`src/rtl/vga_timing_gen.sv`:
```
// VGA raster timing generator: x/y counters, region FSMs, registered sync/display/strobes.
// Optional frame counter enabled by defining VGA_TIMING_FRAME_CNT_EN.
module vga_timing_gen #(
  parameter int H_ACTIVE = 640,
  parameter int H_FP     = 16,
  parameter int H_SYNC   = 96,
  parameter int H_BP     = 48,
  parameter int V_ACTIVE = 480,
  parameter int V_FP     = 10,
  parameter int V_SYNC   = 2,
  parameter int V_BP     = 33,
  parameter int HS_POL   = 0,
  parameter int VS_POL   = 0,
  parameter int CW       = 10
) (
  input  logic          clk,
  input  logic          rst_n,
  input  logic          pix_en,
  output logic [CW-1:0] x,
  output logic [CW-1:0] y,
  output logic          h_sync,
  output logic          v_sync,
  output logic          display,
  output logic          line_start,
  output logic          frame_start,
  output logic          animate,
  output logic [7:0]    frame_cnt
);

  localparam int H_TOTAL = H_ACTIVE + H_FP + H_SYNC + H_BP;
  localparam int V_TOTAL = V_ACTIVE + V_FP + V_SYNC + V_BP;

  if (H_TOTAL > (1 << CW)) begin : g_h_total_chk
    $error("vga_timing_gen: H_TOTAL does not fit in CW bits");
  end
  if (V_TOTAL > (1 << CW)) begin : g_v_total_chk
    $error("vga_timing_gen: V_TOTAL does not fit in CW bits");
  end

  localparam logic [CW-1:0] H_LAST      = CW'(H_TOTAL - 1);
  localparam logic [CW-1:0] H_FP_START  = CW'(H_ACTIVE);
  localparam logic [CW-1:0] H_SYN_START = CW'(H_ACTIVE + H_FP);
  localparam logic [CW-1:0] H_BP_START  = CW'(H_ACTIVE + H_FP + H_SYNC);
  localparam logic [CW-1:0] V_LAST      = CW'(V_TOTAL - 1);
  localparam logic [CW-1:0] V_FP_START  = CW'(V_ACTIVE);
  localparam logic [CW-1:0] V_SYN_START = CW'(V_ACTIVE + V_FP);
  localparam logic [CW-1:0] V_BP_START  = CW'(V_ACTIVE + V_FP + V_SYNC);
  localparam logic          HS_ACT      = 1'(HS_POL);
  localparam logic          VS_ACT      = 1'(VS_POL);

  typedef enum logic [1:0] {H_ACT, H_FPS, H_SYN, H_BPS} h_state_e;
  typedef enum logic [1:0] {V_ACT, V_FPS, V_SYN, V_BPS} v_state_e;

  h_state_e        h_state_q, h_state_d;
  v_state_e        v_state_q, v_state_d;
  logic [CW-1:0]   x_q, x_d, y_q, y_d;
  logic            h_sync_q, h_sync_d, v_sync_q, v_sync_d;
  logic            display_q, display_d;
  logic            line_start_q, line_start_d;
  logic            frame_start_q, frame_start_d;
  logic            animate_q, animate_d;
  logic            x_wrap, y_wrap;

  // Outputs are computed from the next-state values so they line up with x/y.
  always_comb begin
    x_d       = x_q;
    y_d       = y_q;
    h_state_d = h_state_q;
    v_state_d = v_state_q;
    x_wrap    = 1'b0;
    y_wrap    = 1'b0;
    if (pix_en) begin
      x_wrap = (x_q == H_LAST);
      x_d    = x_wrap ? '0 : x_q + 1'b1;
      unique case (h_state_q)
        H_ACT: if (x_d == H_FP_START)  h_state_d = H_FPS;
        H_FPS: if (x_d == H_SYN_START) h_state_d = H_SYN;
        H_SYN: if (x_d == H_BP_START)  h_state_d = H_BPS;
        H_BPS: if (x_wrap)             h_state_d = H_ACT;
        default:                       h_state_d = H_BPS;
      endcase
      if (x_wrap) begin
        y_wrap = (y_q == V_LAST);
        y_d    = y_wrap ? '0 : y_q + 1'b1;
        unique case (v_state_q)
          V_ACT: if (y_d == V_FP_START)  v_state_d = V_FPS;
          V_FPS: if (y_d == V_SYN_START) v_state_d = V_SYN;
          V_SYN: if (y_d == V_BP_START)  v_state_d = V_BPS;
          V_BPS: if (y_wrap)             v_state_d = V_ACT;
          default:                       v_state_d = V_BPS;
        endcase
      end
    end
    h_sync_d      = (h_state_d == H_SYN) ? HS_ACT : ~HS_ACT;
    v_sync_d      = (v_state_d == V_SYN) ? VS_ACT : ~VS_ACT;
    display_d     = (h_state_d == H_ACT) && (v_state_d == V_ACT);
    line_start_d  = x_wrap;
    frame_start_d = x_wrap && y_wrap;
    animate_d     = x_wrap && (y_d == V_FP_START);
  end

  always_ff @(posedge clk or negedge rst_n) begin
    if (!rst_n) begin
      x_q           <= H_LAST;
      y_q           <= V_LAST;
      h_state_q     <= H_BPS;
      v_state_q     <= V_BPS;
      h_sync_q      <= ~HS_ACT;
      v_sync_q      <= ~VS_ACT;
      display_q     <= 1'b0;
      line_start_q  <= 1'b0;
      frame_start_q <= 1'b0;
      animate_q     <= 1'b0;
    end else begin
      x_q           <= x_d;
      y_q           <= y_d;
      h_state_q     <= h_state_d;
      v_state_q     <= v_state_d;
      h_sync_q      <= h_sync_d;
      v_sync_q      <= v_sync_d;
      display_q     <= display_d;
      line_start_q  <= line_start_d;
      frame_start_q <= frame_start_d;
      animate_q     <= animate_d;
    end
  end

`ifdef VGA_TIMING_FRAME_CNT_EN
  logic [7:0] frame_cnt_q;

  always_ff @(posedge clk or negedge rst_n) begin
    if (!rst_n) begin
      frame_cnt_q <= '0;
    end else if (x_wrap && y_wrap) begin
      frame_cnt_q <= frame_cnt_q + 8'd1;
    end
  end

  assign frame_cnt = frame_cnt_q;
`else
  assign frame_cnt = '0;
`endif

  assign x           = x_q;
  assign y           = y_q;
  assign h_sync      = h_sync_q;
  assign v_sync      = v_sync_q;
  assign display     = display_q;
  assign line_start  = line_start_q;
  assign frame_start = frame_start_q;
  assign animate     = animate_q;

endmodule

```
`config.mk`:
```
export PLATFORM = sky130hd
export DESIGN_NAME = vga_timing_gen
export DESIGN_NICKNAME = d
export VERILOG_FILES = /design/src/rtl/vga_timing_gen.sv
export SDC_FILE = /design/constraint.sdc
export NUM_CORES = 1
export LEC_CHECK = 0
export ABC_AREA = 1
export BUFFER_PORTS_ARGS = -buffer_cell sky130_fd_sc_hd__buf_4
export CAP_MARGIN = 40
export CORE_ASPECT_RATIO = 1.5
export CORE_MARGIN = 3
export CORE_UTILIZATION = 40
export CTS_CLUSTER_DIAMETER = 50
export DETAILED_ROUTE_END_ITERATION = 6
export HOLD_SLACK_MARGIN = 0.03
export PLACE_DENSITY = 0.6
export SLEW_MARGIN = 40
export SYNTH_ARGS = -nofsm -noshare
export SYNTH_HDL_FRONTEND = slang
export SYNTH_SLANG_ARGS = --single-unit
```
`constraint.sdc`:
```
create_clock -name clk -period 2.65 [get_ports clk]
set_clock_uncertainty 0.05 [all_clocks]
set_input_delay 0.1325 -clock clk [delete_from_list [all_inputs] [get_ports clk]]
set_output_delay 0.1325 -clock clk [all_outputs]
set_load 0.05 [all_outputs]
```
==> flow_summary.yaml <==
yosys:
  ys_seq_elements: 30
  proportion_of_synthesized_chip_area_in_sequential_cells: 0.379
  synth_top_area_cell: "dfstp_2"
  synth_warnings: 0
  synth_cell_type_count: 32
  synth-xor-area-share: 0.00430
  ys_async_sr_fraction: 1.00
  yosys.cell_count.top_type: "nand2_1"
  most_used_flip_flop_cell_after_synthesis: "dfstp_2"
  synthSimpleGateAreaFrac: 0.391
  yosys-top-cells-area: "dfstp_2 21%, nand2_1 18%, dfrtp_1 17%, inv_1 7.6%, nor2_1 6.6%"
  synth_fa_ha_area_frac: 0.0246
  synthTopCellsByCount: "96 x nand2_1, 41 x inv_1, 36 x nor2_1"
  synth_compound_area_frac: 0.0848
  post_synth_instance_area_um2: 2040
  synth_top_cell_area_share: 0.207
  post_synth.cell_area_avg_um2: 6.81
  post_synthesis_cell_count: 299
  synth_enable_flop_cells: 0
  combinational_family_with_the_most_area_after_synthesis: "simple AND/OR/NAND/NOR gates"
  synth.area.mux_share: 0
setup_path:
  path_max_fanout: 18
  worstPathArrival_ps: 2340
  cp_data_required_time_ps: 2790
  worstSetupPathType: "reg -> reg"
  worstSetupStartpointType: "flop"
  setup.worst_path.end_class: "flop"
power_and_ir_drop:
  share_comb_of_total_power: 0.327
  clock_power_share: 0.258
  internal-power_uw: 876
  total_power_mw: 1.49
  pwr_density_cell_nw_per_um2: 624
  power_frac_seq: 0.414
  vdd_ir_drop_max_v: 0.000177
  sw_frac_of_total: 0.411
  net_switching_power_figure_uw: 611
  power.leakage_nw: 1.14
placed_design:
  place_inst: 389
  dp_hpwl_mm: 3.81
  place_congestion: 0.884
  port_buffers: 28
  placed_area_um2: 2280
grt:
  initial_antenna_violation_count: 0
  wire_length_of_the_first_global_routing_pass_mm: 8.72
  grt.total_usage: 0.188
  overflow_left_after_global_routing: 0
  vias_in_the_first_global_route: 1852
  grt_max_degree: 31
clock_network:
  ctsHtreeMaxLevel: 2
  clock_pin_slew_on_the_worst_setup_and_hold_paths_ps: 60
  cts_tree: "built"
  worst_skew_pair_latency_ps: 280
  clock_sink_count: 30
  numCtsBuffers: 5
  root_buffer: "clkbuf_8"
  cts.path.max_buffers: 2
floorplanning:
  fp.dieW_um: 64.3
  num_rows: 31
  ioPinCount: 37
  fp.coreArea_um2: 4890
  initial_utilization: 0.417
  floorplan.die.height_um: 93.4
  die_area_um2: 6000
route:
  post_drt_wl_per_cell_um: 12.6
  drc: 0
  ant_nets: 0
  drt_first_iter_violations: 135
  route.detailed.vias_per_inst: 4.86
  finalWirelength_mm: 5.02
  via_count: 1934
  dr.pass1.iters: 5
sta:
  setup_viol: 0
  hold_slack_ps: 84.9
  peak_clock_frequency_supported_by_timing_mhz: 454
  fin_setup_tns_ps: 0
  timing.final.crit_period_ps: 2200
  drv_slew: 0
  hold_violations: 0
  finalCritPeriodShare: 0.830
  rsz0062_at_grt: "false"
layout:
  final_net_count: 338
  layout-area-overhead-vs-synth_pct: 17.1
  layout.cell_area.non_filler_um2: 2380
  n_antenna_cell: 0
  fillCellCount: 509
  layout-drive-gt1-share: 0.214
  finalNonFillerCells: 398
job:
  max_cap_violations: 0
worst_hold_path:
  hold_path_class: "in -> reg"
status:
  run_status: "completed"
worst max-delay path: stages, from the launching register on:
cell	delay, ps
dfstp_2	570
ha_1	220
nand3_2	110
nor2_4	200
nand3_4	230
clkinv_1	190
nand2_1	90
nor3_1	190
nand3_1	100
nor3_2	150
sequential cells by signal (all words and copies together), names as in the netlist:
signal	cells
animate	1
display	1
frame_start	1
h_state_q	2
h_sync	1
line_start	1
v_state_q	2
v_sync	1
x	10
y	10
logic make-up (layout without fill, tap and decap cells):
| family | count (synthesis) | in the layout |
|---|---|---|
| AOI/OAI and AO/OA | 29 | 29 |
| DFF | 30 | 30 |
| other | 1 | 8 |
| and+or+nand+nor | 180 | 180 |
| adders and majority gates | 4 | 4 |
| buffers and inverters | 54 | 80 |
| xor gates and xnor gates | 1 | 1 |
repair_timing:
action                    4_1_cts  5_1_grt
hold endpoints to repair       14        0
setup buffers                   0        0
hold buffers                    1        0
resized for setup               0        0
power groups by stage:
stage / Clock, mW / Sequential [mW] / Combinational (mW)
floorplan: 0 / 0.765 / 0.211
global placement: 0 / 0.622 / 0.488
detailed placement: 0 / 0.624 / 0.488
CTS: 0.397 / 0.617 / 0.490
global route: 0.419 / 0.631 / 0.531
finish: 0.384 / 0.616 / 0.487
placed cells by master (no fill, tap or decap), types with 4 or more instances in the layout:
cell	n
conb_1	8
o21ai_0	14
inv_1	41
nand4_1	7
nor2_1	36
dfrtp_1	14
nor2_2	7
buf_4	28
clkbuf_8	6
ha_1	4
a21oi_1	4
nand2_1	96
nand3_1	23
dfstp_2	16
layer usage:
layer | GRT usage | up-vias | share of wire
li1 | - | 983 | -
met1 | 0.209 | 873 | 0.41
met2 | 0.335 | 66 | 0.51
met3 | 0.0288 | 12 | 0.048
met4 | 0.108 | 0 | 0.033
met5 | 0 | - | 0
stage by stage:
step	setup slack, ps	util
6_report	449	0.488
2_1_floorplan	534	-
5_1_grt	220	0.488
3_5_place_dp	454	0.467
3_3_place_gp	444	0.467
4_1_cts	431	0.488
final timing paths:
check | from | end | slack, ps | depth (start not counted)
setup / recovery | x[0] | animate | 450 | 9
max in group asynchronous | rst_n | x[9] | 1950 | 2
hold reg to reg | x[1] | x[1] | 450 | 2
hold / removal | pix_en | x[0] | 80 | 2
setup reg to reg | x[0] | animate | 450 | 9
min in group asynchronous | rst_n | y[7] | 270 | 2
layout make-up:
| type | instances | area, um^2 | area share |
|---|---|---|---|
| Timing Repair Buffer | 29 | 220 | 0.0924 |
| Clock buffer | 7 | 86.3 | 0.0362 |
| Multi-Input combinational cell | 222 | 1060 | 0.444 |
| Tap cell | 66 | 82.6 | 0.0346 |
| Sequential cell | 30 | 771 | 0.323 |
| Inverter | 43 | 161 | 0.0677 |
| Clock inverter | 1 | 5.00 | 0.00210 |
No activity file was read; power rests on OpenSTA's default activity.
